File: src/rtl/muldiv_unit.sv
// Iterative 32-bit multiply/divide unit: radix-2 shift-add multiply and restoring divide.
// Each operation takes 32 iteration cycles plus one sign-fixup cycle, then writes HI/LO.
module muldiv_unit (
    input  logic        clk,
    input  logic        rst,
    input  logic        start,
    input  logic [1:0]  op,
    input  logic [31:0] rs_data,
    input  logic [31:0] rt_data,
    input  logic        cancel,
    output logic        busy,
    output logic        done,
    output logic        to_hi,
    output logic        to_lo,
    output logic [31:0] to_hi_data,
    output logic [31:0] to_lo_data
);

    typedef enum logic [1:0] {IDLE, CALC, DONE} state_t;
    typedef enum logic [1:0] {OP_MULT = 2'b00, OP_MULTU = 2'b01, OP_DIV = 2'b10, OP_DIVU = 2'b11} op_t;

    state_t      state, state_nxt;
    op_t         op_in;
    logic [5:0]  cnt;
    logic        is_div;
    logic        neg_res;
    logic        neg_rem;
    logic        div_zero;
    logic [31:0] rs_raw;
    logic [31:0] b_mag;
    logic [31:0] hi_reg;
    logic [31:0] lo_reg;

    logic        accept;
    logic        last_iter;
    logic        is_signed_in;
    logic        is_div_in;
    logic [31:0] rs_mag;
    logic [31:0] rt_mag;
    logic [32:0] mul_sum;
    logic [32:0] div_shift;
    logic [32:0] div_trial;
    logic [63:0] prod_fix;
    logic [31:0] quo_fix;
    logic [31:0] rem_fix;

    assign op_in        = op_t'(op);
    assign is_signed_in = (op_in == OP_MULT) || (op_in == OP_DIV);
    assign is_div_in    = (op_in == OP_DIV) || (op_in == OP_DIVU);
    assign rs_mag       = (is_signed_in && rs_data[31]) ? (~rs_data + 32'd1) : rs_data;
    assign rt_mag       = (is_signed_in && rt_data[31]) ? (~rt_data + 32'd1) : rt_data;
    assign accept       = (state == IDLE) && start && !cancel;
    assign last_iter    = (cnt == 6'd32);

    // Iteration and fixup arithmetic shared between the datapath and the DONE results
    always_comb begin
        // NOTE: every comb output gets a default first so no path can infer a latch.
        mul_sum   = {1'b0, hi_reg} + (lo_reg[0] ? {1'b0, b_mag} : 33'd0);
        div_shift = {hi_reg, lo_reg[31]};
        div_trial = div_shift - {1'b0, b_mag};
        prod_fix  = neg_res ? (~{hi_reg, lo_reg} + 64'd1) : {hi_reg, lo_reg};
        quo_fix   = neg_res ? (~lo_reg + 32'd1) : lo_reg;
        rem_fix   = neg_rem ? (~hi_reg + 32'd1) : hi_reg;
    end

    // State register
    always_ff @(posedge clk or negedge rst) begin
        if (!rst) begin
            state <= IDLE;
        end else begin
            // NOTE: sequential state always uses non-blocking assignment to avoid ordering races.
            state <= state_nxt;
        end
    end

    // Next-state logic; cancel wins over start in IDLE and aborts CALC
    always_comb begin
        state_nxt = state;
        case (state)
            IDLE:    if (start && !cancel) state_nxt = CALC;
            CALC:    if (cancel) state_nxt = IDLE;
                     else if (last_iter) state_nxt = DONE;
            DONE:    state_nxt = IDLE;
            default: state_nxt = IDLE;
        endcase
    end

    // Outputs; cancel in DONE suppresses the write strobes combinationally
    always_comb begin
        busy       = (state != IDLE);
        done       = (state == DONE) && !cancel;
        to_hi      = done;
        to_lo      = done;
        to_hi_data = (state == DONE) ? hi_reg : 32'd0;
        to_lo_data = (state == DONE) ? lo_reg : 32'd0;
    end

    // Datapath: hi_reg/lo_reg hold the partial product or remainder/quotient pair
    always_ff @(posedge clk or negedge rst) begin
        if (!rst) begin
            cnt      <= 6'd0;
            is_div   <= 1'b0;
            neg_res  <= 1'b0;
            neg_rem  <= 1'b0;
            div_zero <= 1'b0;
            rs_raw   <= 32'd0;
            b_mag    <= 32'd0;
            hi_reg   <= 32'd0;
            lo_reg   <= 32'd0;
        end else if (accept) begin
            cnt      <= 6'd0;
            is_div   <= is_div_in;
            neg_res  <= is_signed_in && (rs_data[31] ^ rt_data[31]);
            neg_rem  <= is_signed_in && is_div_in && rs_data[31];
            div_zero <= is_div_in && (rt_data == 32'd0);
            rs_raw   <= rs_data;
            b_mag    <= rt_mag;
            hi_reg   <= 32'd0;
            lo_reg   <= rs_mag;
        end else if (state == CALC && !cancel) begin
            if (!last_iter) begin
                cnt <= cnt + 6'd1;
                if (!is_div) begin
                    hi_reg <= mul_sum[32:1];
                    lo_reg <= {mul_sum[0], lo_reg[31:1]};
                end else if (!div_trial[32]) begin
                    hi_reg <= div_trial[31:0];
                    lo_reg <= {lo_reg[30:0], 1'b1};
                end else begin
                    hi_reg <= div_shift[31:0];
                    lo_reg <= {lo_reg[30:0], 1'b0};
                end
            end else if (!is_div) begin
                hi_reg <= prod_fix[63:32];
                lo_reg <= prod_fix[31:0];
            end else if (div_zero) begin
                hi_reg <= rs_raw;
                lo_reg <= 32'hFFFF_FFFF;
            end else begin
                hi_reg <= rem_fix;
                lo_reg <= quo_fix;
            end
        end
    end

endmodule

File: config.mk
export PLATFORM = sky130hd
export DESIGN_NAME = muldiv_unit
export DESIGN_NICKNAME = d
export VERILOG_FILES = /design/src/rtl/muldiv_unit.sv
export SDC_FILE = /design/constraint.sdc
export NUM_CORES = 1
export LEC_CHECK = 0
export ABC_CLOCK_PERIOD_IN_PS = 7700
export BUFFER_PORTS_ARGS = -buffer_cell sky130_fd_sc_hd__buf_2
export CAP_MARGIN = 15
export CORE_UTILIZATION = 55
export CTS_BUF_LIST = sky130_fd_sc_hd__clkbuf_8
export CTS_CLUSTER_DIAMETER = 30
export DETAILED_ROUTE_END_ITERATION = 8
export PLACE_DENSITY_LB_ADDON = 0.12
export SLEW_MARGIN = 40
export SYNTH_ARGS = -nofsm -noshare
export SYNTH_HDL_FRONTEND = slang
export SYNTH_SLANG_ARGS = --single-unit
export TNS_END_PERCENT = 1
File: constraint.sdc
create_clock -name clk -period 7.7 [get_ports clk]
set_input_delay 1.54 -clock clk [delete_from_list [all_inputs] [get_ports clk]]
set_output_delay 1.54 -clock clk [all_outputs]
set_load 0.05 [all_outputs]
==> results.sh, run 1 <==
export IMPL_cts_hold_buffers_added=0
export IMPL_hold_slack_ns=0.482
export IMPL_path_class="reg2reg"
export IMPL_cp_top_family="compound AO/OA/AOI/OAI gates"
export IMPL_port_buffers=137
export IMPL_yosys_most_used_dff="dfrtp_1"
export IMPL_cts_root_buf="clkbuf_8"
export IMPL_synth_top_area_share=0.240
export IMPL_max_cap_violations=0
export IMPL_syn_to_final_growth_pct=7.93
export IMPL_worstPathCellList="ha_1, a21o_1, a211o_1, o21a_1, a21oi_1, a31oi_1, buf_4, a21oi_1, xnor2_2, buf_4, mux2_2, a221oi_1, a22oi_1"
export IMPL_fp_dieH_um=165
export IMPL_grtUsageTotal=0.375
export IMPL_power_density_nw_per_um2=323
export IMPL_antenna_found_initial=0
export IMPL_tightest_slew_ns=0.886
export IMPL_ctsResizeCount=0
export IMPL_multi_input_area_um2=10300
export IMPL_place_ws_ns=2.93
export IMPL_seq_area_um2=3510
export IMPL_leakagePower_nw=6.90
export IMPL_die_area_um2=27200
export IMPL_vias_per_cell=6.50
export IMPL_max_stage_delay_ns=0.75
export IMPL_clock_latency_ns=0.47
export IMPL_grt_first_pass_wirelength_um=78100
export IMPL_synth_cells=2006
export IMPL_drt_initial_drc_count=1778
export IMPL_synth_distinct_cells=80
export IMPL_crit_path_max_fanout=28
export IMPL_ir_worst_vdd_mv=0.320
export IMPL_final_common_cell="nand2_1"
export IMPL_nFillCells=2510
export IMPL_core_area_um2=26100
export IMPL_status="completed"
export IMPL_grt_pass1_vias=13900
export IMPL_syn_nets=2148
export IMPL_critPathSlowestCell="dfrtp_1"
export IMPL_ant_nets=0
export IMPL_synth_seq_area_share=0.240
export IMPL_numCtsBuffers=17
export IMPL_nets=2185
export IMPL_synth_edf_count=0
export IMPL_synthArstFlopShare=1.00
export IMPL_post_route_period_util=0.568
export IMPL_setup_viol=0
export IMPL_cts_clk_slew_worst_paths_ns=0.10
export IMPL_synth_seq_cells=140
export IMPL_fin_tns_setup_ns=0
export IMPL_fin_skew_ns=0.0250
export IMPL_routed_wl_um=50800
export IMPL_final_hold_viol_count=0
export IMPL_cts_setup_buffers=0
export IMPL_worst_ep_arrival_time_ns=4.70
export IMPL_timing_final_ws_setup_ns=3.32
export IMPL_synthTopCellsByArea="dfrtp_1 (24%), nand2_1 (6.8%), a21oi_1 (6.3%)"
export IMPL_hold_path_class="reg2reg"
export IMPL_vias=15500
export IMPL_grt_overflow=0
export IMPL_rows=59
export IMPL_gp_congestion=0.933
export IMPL_syn_area_per_cell_um2=7.28
export IMPL_synth_warnings=0
export IMPL_first_pass_iters=5
export IMPL_startpoint_type="flip-flop"
export IMPL_cts_buffer_depth=2
export IMPL_maxSlewHeadroom=0.405
export IMPL_required_ns=8.03
export IMPL_synth_area_um2=14600
export IMPL_grt_max_degree=73
export IMPL_slew_violations=0
export IMPL_critPathCaptureType="flip-flop"
export IMPL_layout_min_cycle_time_ns=4.38
export IMPL_num_antenna_cells=0
export IMPL_wl_per_cell_um=21.2
export IMPL_start_util=0.560
export IMPL_yosysTopAreaCell="dfrtp_1"
export IMPL_drive_above_1_share=0.116
export IMPL_io_pins=138
export IMPL_cts_tree="done"
export IMPL_die_w_um=165
export IMPL_drc_errors=0
export IMPL_cts_sinks=140
export IMPL_fmax_mhz=228
export IMPL_dp_hpwl_um=37200
export IMPL_rsz0062_at_grt="false"
export IMPL_cp_buffers_inverters=2
export IMPL_layout_common_cells="nand2_1 (264), nor2_1 (197), a21oi_1 (183)"
export IMPL_cts_htree_levels=4
-- per-layer routing --
| layer | global-route usage | part of all wire | vias to the layer above |
|---|---|---|---|
| met2 | 0.571 | 0.44 | 767 |
| li1 | - | - | 7249 |
| met3 | 0.0967 | 0.11 | 81 |
| met1 | 0.529 | 0.43 | 7438 |
| met4 | 0.0842 | 0.018 | 0 |
| met5 | 0 | 0 | - |
-- worst reg2reg max path: stages, from the launching register on --
cell and delay (ns):
dfrtp_1 0.75, ha_1 0.41, a21o_1 0.22, a211o_1 0.27, o21a_1 0.24, a21oi_1 0.29, a31oi_1 0.16, buf_4 0.19
a21oi_1 0.39, xnor2_2 0.16, buf_4 0.41, mux2_2 0.41, a221oi_1 0.25, a22oi_1 0.11
-- final timing paths --
check	from	end	slack, ns	cells past startpoint
worst min register to register	rs_raw[24]	rs_raw[24]	0.48	2
worst max-delay path	hi_reg[4]	hi_reg[19]	3.32	13
worst max register to register	hi_reg[4]	hi_reg[19]	3.32	13
min in group asynchronous	rst	hi_reg[27]	1.06	1
max in group asynchronous	rst	hi_reg[28]	5.46	2
worst min-delay path	rs_raw[24]	rs_raw[24]	0.48	2
-- per-stage QoR --
stage / power, mW / area [um^2] / instances / util
6_report: 5.10 / 15800 / 2391 / 0.605
5_1_grt: 5.45 / 15800 / 2391 / 0.605
4_1_cts: 5.01 / 15800 / 2391 / 0.604
2_1_floorplan: 3.54 / 14600 / 2006 / -
3_3_place_gp: 4.32 / 15300 / 2359 / 0.589
3_5_place_dp: 4.38 / 15400 / 2359 / 0.589
-- logic make-up (layout without fill, tap and decap cells) --
group                    after synthesis  in the layout  synth area share
AND/OR/NAND/NOR                      793            793             0.260
multiplexers                          48             48            0.0349
XOR/XNOR                             154            154            0.0929
flip-flops                           140            140             0.240
AO/OA/AOI/OAI                        593            593             0.254
adder cells (fa/ha/maj)               72             72            0.0627
buffers and inverters                206            256            0.0561
-- synthesized netlist by cell type, types with 7 or more instances --
master and instances:
nor2b_1 18, nor3_1 69, o211ai_1 25, a21oi_1 183
a211oi_1 19, ha_1 70, nand3_1 24, inv_1 64
a21o_1 20, xnor2_1 81, buf_2 7, o31ai_1 15
nor4_1 24, dfrtp_1 140, a221oi_1 16, and2_1 80
nand2_1 266, o21a_1 10, o22ai_1 8, o21bai_1 10
a31oi_1 40, xor2_1 72, nand4_1 13, mux2i_1 34
nor2_1 201, or3_1 21, a221o_1 8, buf_1 8
o21ai_0 153, mux2_2 13, clkbuf_1 120, o41ai_1 13
and3_1 10, nand2b_1 23, or4_1 12
-- cell type report --
cell class,count,share of cell area
multi-input cells,1660,0.655
flip-flops and latches,140,0.223
repair buffers,160,0.0551
well taps,335,0.0266
clock buffers,18,0.0157
inverters,64,0.0152
clock inverters,14,0.00945
-- power by group --
group / total (mW) / internal, mW / switching [mW]
clock network: 0.640 / 0.277 / 0.363
logic: 3.05 / 1.22 / 1.83
registers: 1.40 / 0.932 / 0.472
total: 5.10 / 2.43 / 2.67
No activity file was read; power rests on OpenSTA's default activity.
==> run 2: changes to the inputs <==
--- a/config.mk
+++ b/config.mk
@@ -5,7 +5,7 @@
 export SDC_FILE = /design/constraint.sdc
 export NUM_CORES = 1
 export LEC_CHECK = 0
-export ABC_CLOCK_PERIOD_IN_PS = 7700
+export ABC_CLOCK_PERIOD_IN_PS = 4100
 export BUFFER_PORTS_ARGS = -buffer_cell sky130_fd_sc_hd__buf_2
 export CAP_MARGIN = 15
 export CORE_UTILIZATION = 55
==> constraint.sdc (replaced) <==
create_clock -name clk -period 4.1 [get_ports clk]
set_input_delay 0.82 -clock clk [delete_from_list [all_inputs] [get_ports clk]]
set_output_delay 0.82 -clock clk [all_outputs]
set_load 0.05 [all_outputs]
==> run 2 against run 1 <==
Worst setup slack got worse by 3.2 ns. Total power increased by 97%. Cell count increased by 2.1%. Wire length increased by 4.6%. Sequential cell count unchanged. Die area unchanged. Sequential power increased by 72%. Via count increased by 1.9%. Critical path depth decreased by 3. Clock skew increased by 0.0029 ns. Sequential share of layout area decreased by 0.63 points. Worst hold slack got worse by 0.17 ns. Critical path type unchanged. Critical endpoint is now hi_reg[5]. Largest cell class unchanged.
==> results.sh, run 2 (same netlist as run 1, synthesis figures left out) <==
export IMPL_status="completed"
export IMPL_rsz0062_at_grt="false"
export IMPL_final_hold_viol_count=0
export IMPL_layout_common_cells="nand2_1 (265), nor2_1 (197), a21oi_1 (183)"
export IMPL_ff2ff_setup_slack_ns=0.13
export IMPL_postPlaceCellArea_um2=15800
export IMPL_cts_setup_buffers=0
export IMPL_numCtsBuffers=17
export IMPL_die_area_um2=27200
export IMPL_maxSlewHeadroom=0.453
export IMPL_cts_htree_levels=4
export IMPL_drc_errors=0
export IMPL_hold_path_class="in2async"
export IMPL_clock_latency_ns=0.50
export IMPL_syn_to_final_growth_pct=11.1
export IMPL_wl_per_cell_um=21.8
export IMPL_tightest_slew_ns=0.800
export IMPL_post_route_cell_area_um2=16200
export IMPL_required_ns=4.49
export IMPL_start_util=0.560
export IMPL_finish_utilization=0.622
export IMPL_cts_hold_buffers_added=0
export IMPL_ant_nets=0
export IMPL_crit_path_max_fanout=8
export IMPL_cts_buffer_depth=2
export IMPL_max_cap_violations=0
export IMPL_grt_pass1_vias=14400
export IMPL_io_pins=138
export IMPL_first_pass_iters=6
export IMPL_path_class="reg2reg"
export IMPL_dp_hpwl_um=39800
export IMPL_startpoint_type="flip-flop"
export IMPL_post_route_period_util=0.969
export IMPL_grt_first_pass_wirelength_um=81400
export IMPL_cts_clk_slew_worst_paths_ns=0.11
export IMPL_routed_wl_um=53100
export IMPL_layout_min_cycle_time_ns=3.97
export IMPL_port_buffers=137
export IMPL_cts_root_buf="clkbuf_8"
export IMPL_core_area_um2=26100
export IMPL_nets=2235
export IMPL_drt_initial_drc_count=1850
export IMPL_cts_tree="done"
export IMPL_drive_above_1_share=0.136
export IMPL_slew_violations=0
export IMPL_final_common_cell="nand2_1"
export IMPL_fin_skew_ns=0.0279
export IMPL_ir_worst_vdd_mv=0.489
export IMPL_grt_overflow=0
export IMPL_vias_per_cell=6.49
export IMPL_power_density_nw_per_um2=621
export IMPL_fp_dieH_um=165
export IMPL_worst_ep_arrival_time_ns=4.36
export IMPL_critPathCaptureType="flip-flop"
export IMPL_grtUsageTotal=0.393
export IMPL_num_antenna_cells=0
export IMPL_crit_path_start="lo_reg[2]"
export IMPL_rows=59
export IMPL_cts_sinks=140
export IMPL_antenna_found_initial=2
export IMPL_reg2reg_from="lo_reg[2]"
export IMPL_leakagePower_nw=7.21
export IMPL_gp_congestion=1.01
export IMPL_die_w_um=165
export IMPL_fmax_mhz=252
export IMPL_grt_max_degree=87
export IMPL_vias=15800
export IMPL_power_mw=10.1
export IMPL_setup_viol=0
-- run 2: cell types whose count changed in the layout (fill, tap and decap cells not counted), moves of 2 or more --
cell and delta:
buf_12 +4, buf_4 +47, buf_6 -2, clkinvlp_4 -3, inv_8 +3
-- run 2: layer usage --
layer,track usage,routed length (um),share of wire,vias up
met5,0,0,0,-
li1,-,-,-,7342
met4,0.123,1400,0.026,0
met3,0.0844,5560,0.10,119
met2,0.589,23000,0.43,870
met1,0.560,23100,0.44,7499
-- run 2: area by class of cell --
class,instances,area [um^2]
inverters,64,240
well taps,335,419
clock inverters,15,190
fillers,2441,9840
repair buffers,210,1290
clock buffers,17,234
multi-input cells,1660,10300
flip-flops and latches,140,3510
-- run 2: what timing repair did --
item,4_1_cts,5_1_grt
resized for setup,1,1
endpoints found under the hold margin,0,0
cloned,0,0
endpoints found under the setup margin,1,1
-- run 2: critical path, cell delays in order (launching register included) --
cell	delay, ns
dfrtp_1	0.56
nor3_2	0.52
nand2_1	0.34
or4_4	0.51
or3_4	0.36
or3_4	0.35
or3_4	0.36
nor2_2	0.19
xor2_1	0.20
o21ai_1	0.11
a221o_1	0.35
-- run 2: power breakdown --
group	internal [mW]	total [mW]	switching [mW]
logic	2.52	6.36	3.84
clock network	0.575	1.29	0.715
registers	1.76	2.41	0.659
-- run 2: final timing paths --
| path | endpoint | cells past startpoint |
|---|---|---|
| worst max-delay path | hi_reg[5] | 10 |
| worst min-delay path | b_mag[18] | 1 |
| worst max register to register | hi_reg[5] | 10 |
| worst min register to register | b_mag[7] | 2 |
| max in group asynchronous | b_mag[4] | 2 |
| min in group clk | b_mag[7] | 2 |
-- run 2: through the flow --
step | worst slack (ns) | setup TNS, ns | instances | hold WS [ns]
finish | 0.129 | 0 | 2441 | 0.313
global route | 0.0284 | 0 | 2441 | 0.371
CTS | 0.229 | 0 | 2441 | 0.350
detailed placement | 0.0123 | 0 | 2409 | 0.463
global placement | -0.0781 | -0.0781 | 2409 | 0.454
floorplan | 0.541 | 0 | 2006 | 0.439
